**src/rtl/field_key_sequencer_pkg.sv**
```systemverilog
// fks_pkg: shared state encoding, field type codes and varint-type predicate for field_key_sequencer
package fks_pkg;
  typedef enum logic [2:0] {IDLE, VAL_RUN, GAP, KEY_RUN, RESP} state_t;
  localparam logic [4:0] TYPE_INT64 = 5'd3;
  localparam logic [4:0] TYPE_UINT64 = 5'd4;
  localparam logic [4:0] TYPE_INT32 = 5'd5;
  localparam logic [4:0] TYPE_BOOL = 5'd8;
  localparam logic [4:0] TYPE_UINT32 = 5'd13;
  localparam logic [4:0] TYPE_ENUM = 5'd14;
  localparam logic [4:0] TYPE_SINT32 = 5'd17;
  localparam logic [4:0] TYPE_SINT64 = 5'd18;
  localparam logic [4:0] KEY_FIELD_TYPE = TYPE_UINT32;
  localparam logic [2:0] WIRE_VARINT = 3'd0;
  function automatic logic is_varint_type(input logic [4:0] t);
    return t inside {TYPE_INT64, TYPE_UINT64, TYPE_INT32, TYPE_BOOL,
                     TYPE_UINT32, TYPE_ENUM, TYPE_SINT32, TYPE_SINT64};
  endfunction
endpackage

```
**src/rtl/field_key_sequencer.sv**
```systemverilog
// field_key_sequencer: drives the varint stage for a field value then its key (req_* in, rsp_* out, vi_* to varint stage)
module field_key_sequencer
  import fks_pkg::*;
#(
  parameter int TIMEOUT_CYCLES = 127
) (
  input  logic        clk,
  input  logic        reset,
  input  logic        req_valid,
  output logic        req_ready,
  input  logic [28:0] req_field_num,
  input  logic [4:0]  req_field_type,
  input  logic [63:0] req_value,
  input  logic [63:0] req_dst_addr,
  output logic        rsp_done,
  output logic        rsp_err,
  output logic [4:0]  rsp_bytes,
  output logic [63:0] rsp_next_addr,
  output logic        vi_en,
  output logic [63:0] vi_dst_addr,
  output logic [63:0] vi_value,
  output logic [4:0]  vi_field_type,
  input  logic        vi_done,
  input  logic [3:0]  vi_bytes_written
);
  localparam int CW = $clog2(TIMEOUT_CYCLES + 1);
  state_t state;
  logic [28:0] fn_q;
  logic [63:0] dst_q;
  logic [3:0] nv, nk;
  logic err_q;
  logic [CW-1:0] cnt;
  logic [4:0] sum;
  logic timeout;
  assign sum = 5'(nv) + 5'(nk);
  assign timeout = cnt == CW'(TIMEOUT_CYCLES - 1);
  always_ff @(posedge clk or posedge reset) begin
    if (reset) begin
      state <= IDLE;
      req_ready <= 1'b0;
      rsp_done <= 1'b0;
      rsp_err <= 1'b0;
      rsp_bytes <= '0;
      rsp_next_addr <= '0;
      vi_en <= 1'b0;
      vi_dst_addr <= '0;
      vi_value <= '0;
      vi_field_type <= '0;
      fn_q <= '0;
      dst_q <= '0;
      nv <= '0;
      nk <= '0;
      err_q <= 1'b0;
      cnt <= '0;
    end else begin
      rsp_done <= 1'b0;
      rsp_err <= 1'b0;
      cnt <= cnt + CW'(1);
      case (state)
        IDLE: begin
          req_ready <= 1'b1;
          if (req_valid && req_ready) begin
            req_ready <= 1'b0;
            fn_q <= req_field_num;
            dst_q <= req_dst_addr;
            nv <= '0;
            nk <= '0;
            cnt <= '0;
            if (!is_varint_type(req_field_type) || req_field_num == '0) begin
              err_q <= 1'b1;
              state <= RESP;
            end else begin
              err_q <= 1'b0;
              state <= VAL_RUN;
              vi_en <= 1'b1;
              vi_dst_addr <= req_dst_addr;
              vi_value <= req_value;
              vi_field_type <= req_field_type;
            end
          end
        end
        VAL_RUN: begin
          if (vi_done) begin
            nv <= vi_bytes_written;
            vi_en <= 1'b0;
            vi_dst_addr <= dst_q - 64'(vi_bytes_written);
            state <= GAP;
          end else if (timeout) begin
            vi_en <= 1'b0;
            err_q <= 1'b1;
            state <= RESP;
          end
        end
        GAP: begin
          vi_en <= 1'b1;
          vi_value <= 64'({fn_q, WIRE_VARINT});
          vi_field_type <= KEY_FIELD_TYPE;
          cnt <= '0;
          state <= KEY_RUN;
        end
        KEY_RUN: begin
          if (vi_done) begin
            nk <= vi_bytes_written;
            vi_en <= 1'b0;
            state <= RESP;
          end else if (timeout) begin
            vi_en <= 1'b0;
            err_q <= 1'b1;
            state <= RESP;
          end
        end
        RESP: begin
          rsp_done <= 1'b1;
          rsp_err <= err_q;
          rsp_bytes <= sum;
          rsp_next_addr <= dst_q - 64'(sum);
          vi_en <= 1'b0;
          req_ready <= 1'b1;
          state <= IDLE;
        end
        default: state <= IDLE;
      endcase
    end
  end
endmodule

```
**config.mk**
```make
export PLATFORM = sky130hd
export DESIGN_NAME = field_key_sequencer
export DESIGN_NICKNAME = d
export VERILOG_FILES = /design/src/rtl/field_key_sequencer_pkg.sv /design/src/rtl/field_key_sequencer.sv
export SDC_FILE = /design/constraint.sdc
export NUM_CORES = 1
export LEC_CHECK = 0
export BUFFER_PORTS_ARGS = -buffer_cell sky130_fd_sc_hd__buf_2
export CORE_MARGIN = 10
export CORE_UTILIZATION = 51
export CTS_BUF_LIST = sky130_fd_sc_hd__clkbuf_8
export CTS_CLUSTER_DIAMETER = 60
export DETAILED_ROUTE_END_ITERATION = 10
export HOLD_SLACK_MARGIN = 0.03
export PLACE_DENSITY = 0.79
export SLEW_MARGIN = 40
export SYNTH_ARGS = -nofsm -noshare
export SYNTH_HDL_FRONTEND = slang
export SYNTH_SLANG_ARGS = --single-unit
```
**constraint.sdc**
```tcl
create_clock -name clk -period 12.1 [get_ports clk]
set_clock_uncertainty 0.1 [all_clocks]
set_input_delay 3.63 -clock clk [delete_from_list [all_inputs] [get_ports clk]]
set_output_delay 3.63 -clock clk [all_outputs]
set_load 0.005 [all_outputs]
```
# == After elaboration in Yosys (flattened, before gate mapping) ==
# Cells that the tools add are included.
# totals
register_bits,318
in_bits,170
output_inout_bits,206
word_cells,96
# classes
addsub,4
eq_ne,20
n_mux,36
n_reduce_logical,20
# op_table
operator,count
$mux 64,5
$pmux 64 s2,2
$sub 64x4->64,1
$sub 64x5->64,1
$logic_not 29->1,1
$pmux 4 s2,2
$eq 5x4->1 const B,3
$mux 3,5
$pmux 7 s2,1
$pmux 3 s4,1
$reduce_and 4->1,3
$mux 1,11
$eq 5x3->1 const B,2
$eq 5x5->1 const B,2
$mux 5,2
$ne 2x2->1 const B,5
$pmux 5 s2,1
$reduce_bool 2->1,5
$reduce_and 3->1,3
$mux 4,2
$reduce_bool 8->1,1
$add 7x1->7 const B,1
$eq 7x7->1 const B,1
$mux 7,1
16 further kinds,18

# == Logic depth before layout (Yosys ltp) ==
# Gate-level depths: netlist of run 1.
# depth
depth_word,7
ltp_mapped,11
ltp_nobuf,11

# == Least setup slack after synthesis of run 1 ==
# Ideal clock, no wire load.
# synth_timing
kind,input port to flip-flop
startpoint,in vi_bytes_written[2]
endpoint,reg vi_dst_addr[40]
setup_ps,77
arrival_time_ps,5839
required_ps,11923
path_slack_ps,6084
cell_stages,9
path_buffers,1
path_cell_list,inv_1 ha_1 nor2b_1 o21ai_0 clkbuf_1 nand3_1 or3_1 a31o_1 o21ai_1
# synth_between
elab_chain_cells,3
# synth_rtl
element,line,rtl
from (decl),field_key_sequencer.sv:24,input logic [3:0] vi_bytes_written
$sub 64x4->64,field_key_sequencer.sv:86,vi_dst_addr <= dst_q - 64'(vi_bytes_written);
$mux 64,field_key_sequencer.sv:83,if (vi_done) begin
$pmux 64 s2,field_key_sequencer.sv:59,case (state)
to (signal assigned),field_key_sequencer.sv:76,vi_dst_addr <= req_dst_addr;
to (signal assigned),field_key_sequencer.sv:86,
to (decl),field_key_sequencer.sv:20,"output logic [63:0] vi_dst_addr,"
# Every way passes these cells. The select of a mux whose other input is x is not followed.
# A chain may end at the register's enable or synchronous reset.

# == Worst setup path after layout of run 1 ==
# layout_timing
startpoint,in vi_bytes_written[1]
endpoint,reg vi_dst_addr[47]
# The elaborated chain is that of the path after synthesis.

==> results of run 1 <==
==> Yosys cell counts (all sizes together) (6+ instances only) <==
library cell / n / share of area [%]
nand2b: 6 / 0.23
nand2: 436 / 9.9
a21oi: 21 / 0.64
ha: 14 / 1.1
xor2: 52 / 2.8
inv: 19 / 0.43
and3: 6 / 0.23
nor3: 47 / 1.4
nor2: 98 / 2.2
mux2: 100 / 6.8
or3: 24 / 0.97
nor2b: 44 / 1.7
a31o: 6 / 0.32
mux2i: 24 / 1.5
o21ai: 135 / 4.1
or2: 7 / 0.28
clkbuf: 103 / 2.3
nor3b: 8 / 0.39
nand4: 21 / 0.80
nor4: 60 / 3.3
or4: 12 / 0.61
xnor2: 54 / 2.9
dfrtp: 318 / 48
nand3: 52 / 1.6
buf: 35 / 1.1
o31ai: 13 / 0.59
a31oi: 18 / 0.68
o211ai: 7 / 0.32
==> registers in the layout, summed over array words and instances, names as in the netlist <==
| register | cells |
|---|---|
| state | 3 |
| rsp_done | 1 |
| req_ready | 1 |
| vi_value | 64 |
| fn_q | 29 |
| cnt | 7 |
| rsp_bytes | 5 |
| vi_dst_addr | 64 |
| vi_en | 1 |
| vi_field_type | 5 |
| dst_q | 64 |
| nv | 4 |
| nk | 4 |
| err_q | 1 |
| rsp_next_addr | 64 |
| rsp_err | 1 |
==> worst reg2reg max path: stages (launching register included) <==
cell	delay, ns
dfrtp_1	0.38
ha_1	0.24
fa_1	0.45
a21o_1	0.18
a21oi_1	0.30
ha_1	0.34
inv_1	0.12
o221ai_1	0.12
buf_4	0.22
nor4_1	0.79
nand2b_1	0.19
xor2_1	0.22
o21ai_0	0.10
==> report_power, final <==
group	total, mW	switching [mW]	internal [mW]
Combinational	2.52	1.46	1.06
Clock	0.978	0.434	0.544
Sequential	2.08	0.515	1.57
==> how the worst min path moves through the flow <==
stage,to,startpoint
finish,rsp_next_addr[35],rsp_next_addr[35]
global route,fn_q[6],fn_q[6]
CTS,fn_q[6],fn_q[6]
detailed placement,fn_q[6],fn_q[6]
global placement,fn_q[3],fn_q[3]
floorplan,fn_q[0],fn_q[0]
==> logic make-up (layout without fill, tap and decap cells) <==
| group | Yosys count | after routing | share of synthesized area (%) |
|---|---|---|---|
| XOR/XNOR | 106 | 106 | 5.62 |
| buffers and inverters | 157 | 511 | 3.87 |
| AO/OA/AOI/OAI | 230 | 230 | 8.19 |
| flip-flops | 318 | 318 | 48.2 |
| adder cells (fa/ha/maj) | 18 | 18 | 1.49 |
| other | 0 | 2 | 0 |
| AND/OR/NAND/NOR | 834 | 834 | 24.3 |
| multiplexers | 124 | 124 | 8.28 |
==> area by class of cell <==
class,instances,area (um^2),area share [%]
Clock inverter,27,163,0.823
Antenna cell,2,5.00,0.0253
Timing Repair Buffer,397,2120,10.7
Inverter,19,75.1,0.380
Tap cell,402,503,2.55
Sequential cell,318,7960,40.3
Clock buffer,68,936,4.74
Multi-Input combinational cell,1312,8000,40.5
==> metrics by stage <==
| step | cell area [um^2] | worst slack (ns) |
|---|---|---|
| global route | 19800 | 6.21 |
| CTS | 19700 | 6.21 |
| detailed placement | 18600 | 5.61 |
| global placement | 18500 | 5.52 |
| finish | 19800 | 6.23 |
| floorplan | 16500 | 4.13 |
==> per-layer routing <==
metal	GRT usage, %	wire, um	vias to the layer above
li1	-	-	6718
met1	33.2	21000	7142
met2	44.1	26500	730
met3	9.04	6050	138
met4	10.4	1850	8
met5	0	49	-
==> tab_implementation.tex, run 1 <==
\begin{tabular}{lr}
\hline
Metric & Value \\
\hline
\multicolumn{2}{l}{\textbf{Outcome}} \\
\quad Run status & finished, final reports clean \\
\multicolumn{2}{l}{\textbf{Die}} \\
\quad Width of the die & 200 um \\
\quad Die extent in y & 200 um \\
\quad Area of the die & 40000 um\^{}2 \\
\quad Number of placement rows & 65 \\
\quad \# IOs & 376 \\
\quad Area of the placeable core & 31700 um\^{}2 \\
\quad Initial Util & 52.0\% \\
\multicolumn{2}{l}{\textbf{Worst setup path}} \\
\quad Path length in cells of the critical path & 9 \\
\quad Start of the worst register-to-register path & nv[0] \\
\quad Req. time, crit path & 12.51 ns \\
\quad Endpoint kind of the worst setup timing path & flip-flop \\
\quad Cell Chain, Critical Path & buf\_2 > inv\_1 > ha\_1 > nor2b\_1 > o31a\_2 > or4\_1 > or3\_1 > a31o\_1 > o21ai\_2 \\
\quad Class of the most critical setup path & in -> reg \\
\quad Arrival time of the worst setup path & 6.29 ns \\
\quad Slack of the worst reg-to-reg path & 8.20 ns \\
\quad Sort of element at the start of the critical path & input port \\
\quad R2R Path End & rsp\_next\_addr[60] \\
\quad Critical path's slowest cell & or4\_1 \\
\quad Reg2reg path depth & 12 \\
\quad Crit. Startpoint & vi\_bytes\_written[1] \\
\quad Cell family contributing the most delay on the critical path & simple AND/OR/NAND/NOR gates \\
\quad CP max FO & 22 \\
\quad Count of buffer and inverter cells on the critical path & 2 \\
\quad Slowest Stage Delay on Critical Path & 0.80 ns \\
\quad Capturing element of the worst setup path & vi\_dst\_addr[47] \\
\multicolumn{2}{l}{\textbf{Synth}} \\
\quad Async S/R FF share, synth & 100\% \\
\quad Instance count of the mapped netlist & 1787 \\
\quad Primary FF master, synth & dfrtp\_1 \\
\quad Net count of the mapped netlist & 1974 \\
\quad Combined area of all synthesized cells & 16500 um\^{}2 \\
\quad Cell variety after synth & 65 \\
\quad Number of flip-flops and latches in the synthesized netlist & 318 \\
\quad Number of synthesized flops with an enable pin & 0 \\
\quad Count of synthesis-stage warnings from yosys & 0 \\
\quad Proportion of synthesized chip area in sequential cells & 48.2\% \\
\quad Average cell area after synthesis & 9.24 um\^{}2 \\
\multicolumn{2}{l}{\textbf{Hold path}} \\
\quad Worst hold path depth & 2 \\
\quad Class of the tightest hold or removal check & reg -> reg \\
\multicolumn{2}{l}{\textbf{STA}} \\
\quad Slew at the pin with the worst max-slew slack & 0.886 ns \\
\quad Number of endpoints with negative hold slack in the final report & 0 \\
\quad Final critical delay including setup and external delays & 5.87 ns \\
\quad Fmax achieved & 170 MHz \\
\quad Slew margin rel. & 40.4\% \\
\quad RSZ-0062 raised after global routing & false \\
\quad Pins over their slew limit & 0 \\
\quad Final count of negative-setup-slack endpoints & 0 \\
\quad Min Hold Slack & 0.369 ns \\
\quad Total negative setup slack & 0 ns \\
\quad Fraction of the cycle the final worst path needs & 48.5\% \\
\multicolumn{2}{l}{\textbf{Drt}} \\
\quad Routed wirelength normalized by instance count & 21.8 um \\
\quad Antenna-violating nets left & 0 \\
\quad Via density per instance & 5.79 \\
\quad First-pass iteration count of the detailed router & 7 \\
\quad Via count & 14700 \\
\quad Total detailed-routing wirelength & 55.5 mm \\
\quad Iter 0 DRT Violations & 1295 \\
\quad Residual DRC count & 0 \\
\multicolumn{2}{l}{\textbf{Power}} \\
\quad Peak ir drop on the vdd network & 0.186 mV \\
\quad Power Density & 283 nW/um\^{}2 \\
\quad Pleak & 9.41 nW \\
\quad Total power & 5.58 mW \\
\multicolumn{2}{l}{\textbf{Flow run}} \\
\quad Maximum capacitance violations & 0 \\
\multicolumn{2}{l}{\textbf{Clocking}} \\
\quad Clk sinks & 318 \\
\quad Total CTS buffers & 53 \\
\quad Count of buffers added by post-CTS timing repair for setup & 0 \\
\quad Number of buffers between clock root and the deepest sink & 3 \\
\quad TritonCTS clock tree & done \\
\quad Clock root buffer master & clkbuf\_8 \\
\quad Clk pin slew, worst setup/hold paths & 0.06 ns \\
\quad Count of cells resized by post-cts repair & 0 \\
\quad Clock Latency Late Sink & 0.60 ns \\
\quad H-tree depth reported by CTS & 2 \\
\quad Post-cts hold buffer count & 0 \\
\multicolumn{2}{l}{\textbf{Global routing}} \\
\quad Global route overflow & 0 \\
\quad Number of antenna violations at the first check in global routing & 7 \\
\quad Largest net degree at the start of global routing & 107 \\
\quad Global-route total usage across every layer & 27.2\% \\
\quad Via count of the first global-routing pass & 14800 \\
\quad First-pass GRT wire length & 84.9 mm \\
\multicolumn{2}{l}{\textbf{Place}} \\
\quad Placed cell count & 2447 \\
\quad Gp weighted congestion & 0.939 \\
\quad Port-buffer cells & 375 \\
\quad Half-perimeter wire length after placement & 41.1 mm \\
\multicolumn{2}{l}{\textbf{Layout}} \\
\quad Nets & 2288 \\
\quad Core occupancy in the finished layout & 62.3\% \\
\quad Layout fillers & 2690 \\
\quad Share of post-route cells with drive strength above 1 & 28.8\% \\
\quad Commonest non-fill, non-tap cell in the layout & nand2\_1 \\
\quad Commonest cells after routing, fill and taps aside & nand2\_1, buf\_2, dfrtp\_1 \\
\quad Non-filler cells in the finished layout & 2545 \\
\quad Area Overhead vs Synth & 19.7\% \\
\hline
\end{tabular}
Note: power is estimated with default switching activity, not from simulation.
==> run 2, diff against run 1 <==
Settings changed: CORE_UTILIZATION 51 to 56, PLACE_DENSITY 0.79 to 0.82.
Clock period 12.1 ns to 5.5 ns, I/O delays scaled along.
==> run 2 against run 1 <==
Sequential cell count is the same. Die area shrank 8.1%. Sequential share of layout area shrank 0.36 points. Global-route usage grew 2.3 points. Combinational power grew 120%. First-iteration DRC count shrank 12%. Via count grew 0.31%. Count of clock-buffer cells in the layout shrank 3. Total power grew 120%. Clock power grew 140%.
==> tab_implementation.tex, run 2 (synthesis results as in run 1) <==
\begin{tabular}{lr}
\hline
Metric & Value \\
\hline
\multicolumn{2}{l}{\textbf{Layout}} \\
\quad Commonest cells after routing, fill and taps aside & nand2\_1, buf\_2, dfrtp\_1 \\
\quad Share of post-route cells with drive strength above 1 & 29.8\% \\
\quad Core occupancy in the finished layout & 69.1\% \\
\quad Non-filler cells in the finished layout & 2544 \\
\quad Nets & 2296 \\
\quad Commonest non-fill, non-tap cell in the layout & nand2\_1 \\
\quad Area Overhead vs Synth & 20.7\% \\
\multicolumn{2}{l}{\textbf{Worst setup path}} \\
\quad Class of the most critical setup path & reg -> reg \\
\quad Sort of element at the start of the critical path & flip-flop \\
\quad Slack of the worst reg-to-reg path & 1.53 ns \\
\quad Req. time, crit path & 5.84 ns \\
\quad Endpoint kind of the worst setup timing path & flip-flop \\
\quad Arrival time of the worst setup path & 4.31 ns \\
\quad CP max FO & 10 \\
\multicolumn{2}{l}{\textbf{Clocking}} \\
\quad Clk pin slew, worst setup/hold paths & 0.06 ns \\
\quad Clock root buffer master & clkbuf\_8 \\
\quad Count of cells resized by post-cts repair & 0 \\
\quad H-tree depth reported by CTS & 2 \\
\quad Number of buffers between clock root and the deepest sink & 3 \\
\quad Count of buffers added by post-CTS timing repair for setup & 0 \\
\quad Clk sinks & 318 \\
\quad Clock Latency Late Sink & 0.62 ns \\
\quad Total CTS buffers & 54 \\
\quad TritonCTS clock tree & done \\
\quad Post-cts hold buffer count & 0 \\
\multicolumn{2}{l}{\textbf{STA}} \\
\quad Number of endpoints with negative hold slack in the final report & 0 \\
\quad Pins over their slew limit & 0 \\
\quad Fraction of the cycle the final worst path needs & 72.2\% \\
\quad Slew margin rel. & 44.4\% \\
\quad Final count of negative-setup-slack endpoints & 0 \\
\quad Slew at the pin with the worst max-slew slack & 0.828 ns \\
\quad Total negative setup slack & 0 ns \\
\quad Final critical delay including setup and external delays & 3.97 ns \\
\quad Fmax achieved & 252 MHz \\
\quad RSZ-0062 raised after global routing & false \\
\multicolumn{2}{l}{\textbf{Drt}} \\
\quad Antenna-violating nets left & 0 \\
\quad Via density per instance & 5.81 \\
\quad Residual DRC count & 0 \\
\quad Routed wirelength normalized by instance count & 21.8 um \\
\quad Total detailed-routing wirelength & 55.5 mm \\
\quad First-pass iteration count of the detailed router & 6 \\
\quad Via count & 14800 \\
\quad Iter 0 DRT Violations & 1144 \\
\multicolumn{2}{l}{\textbf{Place}} \\
\quad Gp weighted congestion & 0.952 \\
\quad Half-perimeter wire length after placement & 40.5 mm \\
\quad Port-buffer cells & 375 \\
\quad Placed cell count & 2436 \\
\multicolumn{2}{l}{\textbf{Die}} \\
\quad Die extent in y & 192 um \\
\quad Number of placement rows & 62 \\
\quad \# IOs & 376 \\
\quad Area of the die & 36700 um\^{}2 \\
\quad Initial Util & 57.2\% \\
\quad Width of the die & 192 um \\
\quad Area of the placeable core & 28900 um\^{}2 \\
\multicolumn{2}{l}{\textbf{Global routing}} \\
\quad Global route overflow & 0 \\
\quad Global-route total usage across every layer & 29.5\% \\
\quad First-pass GRT wire length & 85.5 mm \\
\quad Via count of the first global-routing pass & 15300 \\
\quad Number of antenna violations at the first check in global routing & 8 \\
\quad Largest net degree at the start of global routing & 83 \\
\multicolumn{2}{l}{\textbf{Power}} \\
\quad Pleak & 9.45 nW \\
\quad Peak ir drop on the vdd network & 0.361 mV \\
\quad Power Density & 630 nW/um\^{}2 \\
\quad Total power & 12.6 mW \\
\multicolumn{2}{l}{\textbf{Flow run}} \\
\quad Maximum capacitance violations & 0 \\
\multicolumn{2}{l}{\textbf{Outcome}} \\
\quad Run status & finished, final reports clean \\
\multicolumn{2}{l}{\textbf{Hold path}} \\
\quad Class of the tightest hold or removal check & reg -> reg \\
\hline
\end{tabular}
==> run 2: worst paths after layout <==
check,startpoint,endpoint,depth (start not counted)
setup / recovery,nv[0],rsp_next_addr[56],11
hold / removal,fn_q[26],fn_q[26],2
setup reg to reg,nv[0],rsp_next_addr[56],11
hold reg to reg,fn_q[26],fn_q[26],2
max in group asynchronous,reset,fn_q[7],5
min in group asynchronous,reset,rsp_next_addr[17],3
==> run 2: report_power, final <==
group	switching, mW	total, mW	internal [mW]	leakage (nW)
Sequential	1.14	4.58	3.45	3.95
Combinational	3.29	5.66	2.37	4.86
Clock	1.04	2.32	1.28	0.643
==> run 2: metrics by stage <==
step                      hold WS, ns  cell area, um^2  worst slack (ns)
after floorplan                 0.340            16500            -0.489
after global placement          0.352            18600              1.19
after detailed placement        0.359            18700              1.16
after CTS                       0.376            19900              1.42
after global routing            0.393            19900              1.37
final                           0.370            19900              1.53
==> run 2: cell type report <==
| class | count | area, um^2 |
|---|---|---|
| clock buffers | 65 | 895 |
| well taps | 384 | 480 |
| fillers | 2274 | 8930 |
| diodes | 5 | 12.5 |
| inverters | 19 | 75.1 |
| flip-flops and latches | 318 | 7960 |
| clock inverters | 37 | 298 |
| repair buffers | 404 | 2210 |
| multi-input cells | 1312 | 8000 |
==> run 2: routing by layer <==
layer	global-route usage, %	routed length, um	part of all wire (%)
met3	10.3	6430	12
met4	12.7	2150	3.9
met1	35.0	20300	37
met5	0	54	0.097
met2	47.8	26500	48
==> run 2: worst max-delay path: stages, from the launching register on <==
cell      delay (ns)
dfrtp_1         0.39
ha_1            0.24
fa_1            0.48
inv_1           0.10
fa_1            0.48
o211ai_1        0.21
o221ai_1        0.25
buf_4           0.26
nor4_4          0.70
nor3b_1         0.31
xnor2_1         0.19
o21ai_0         0.11
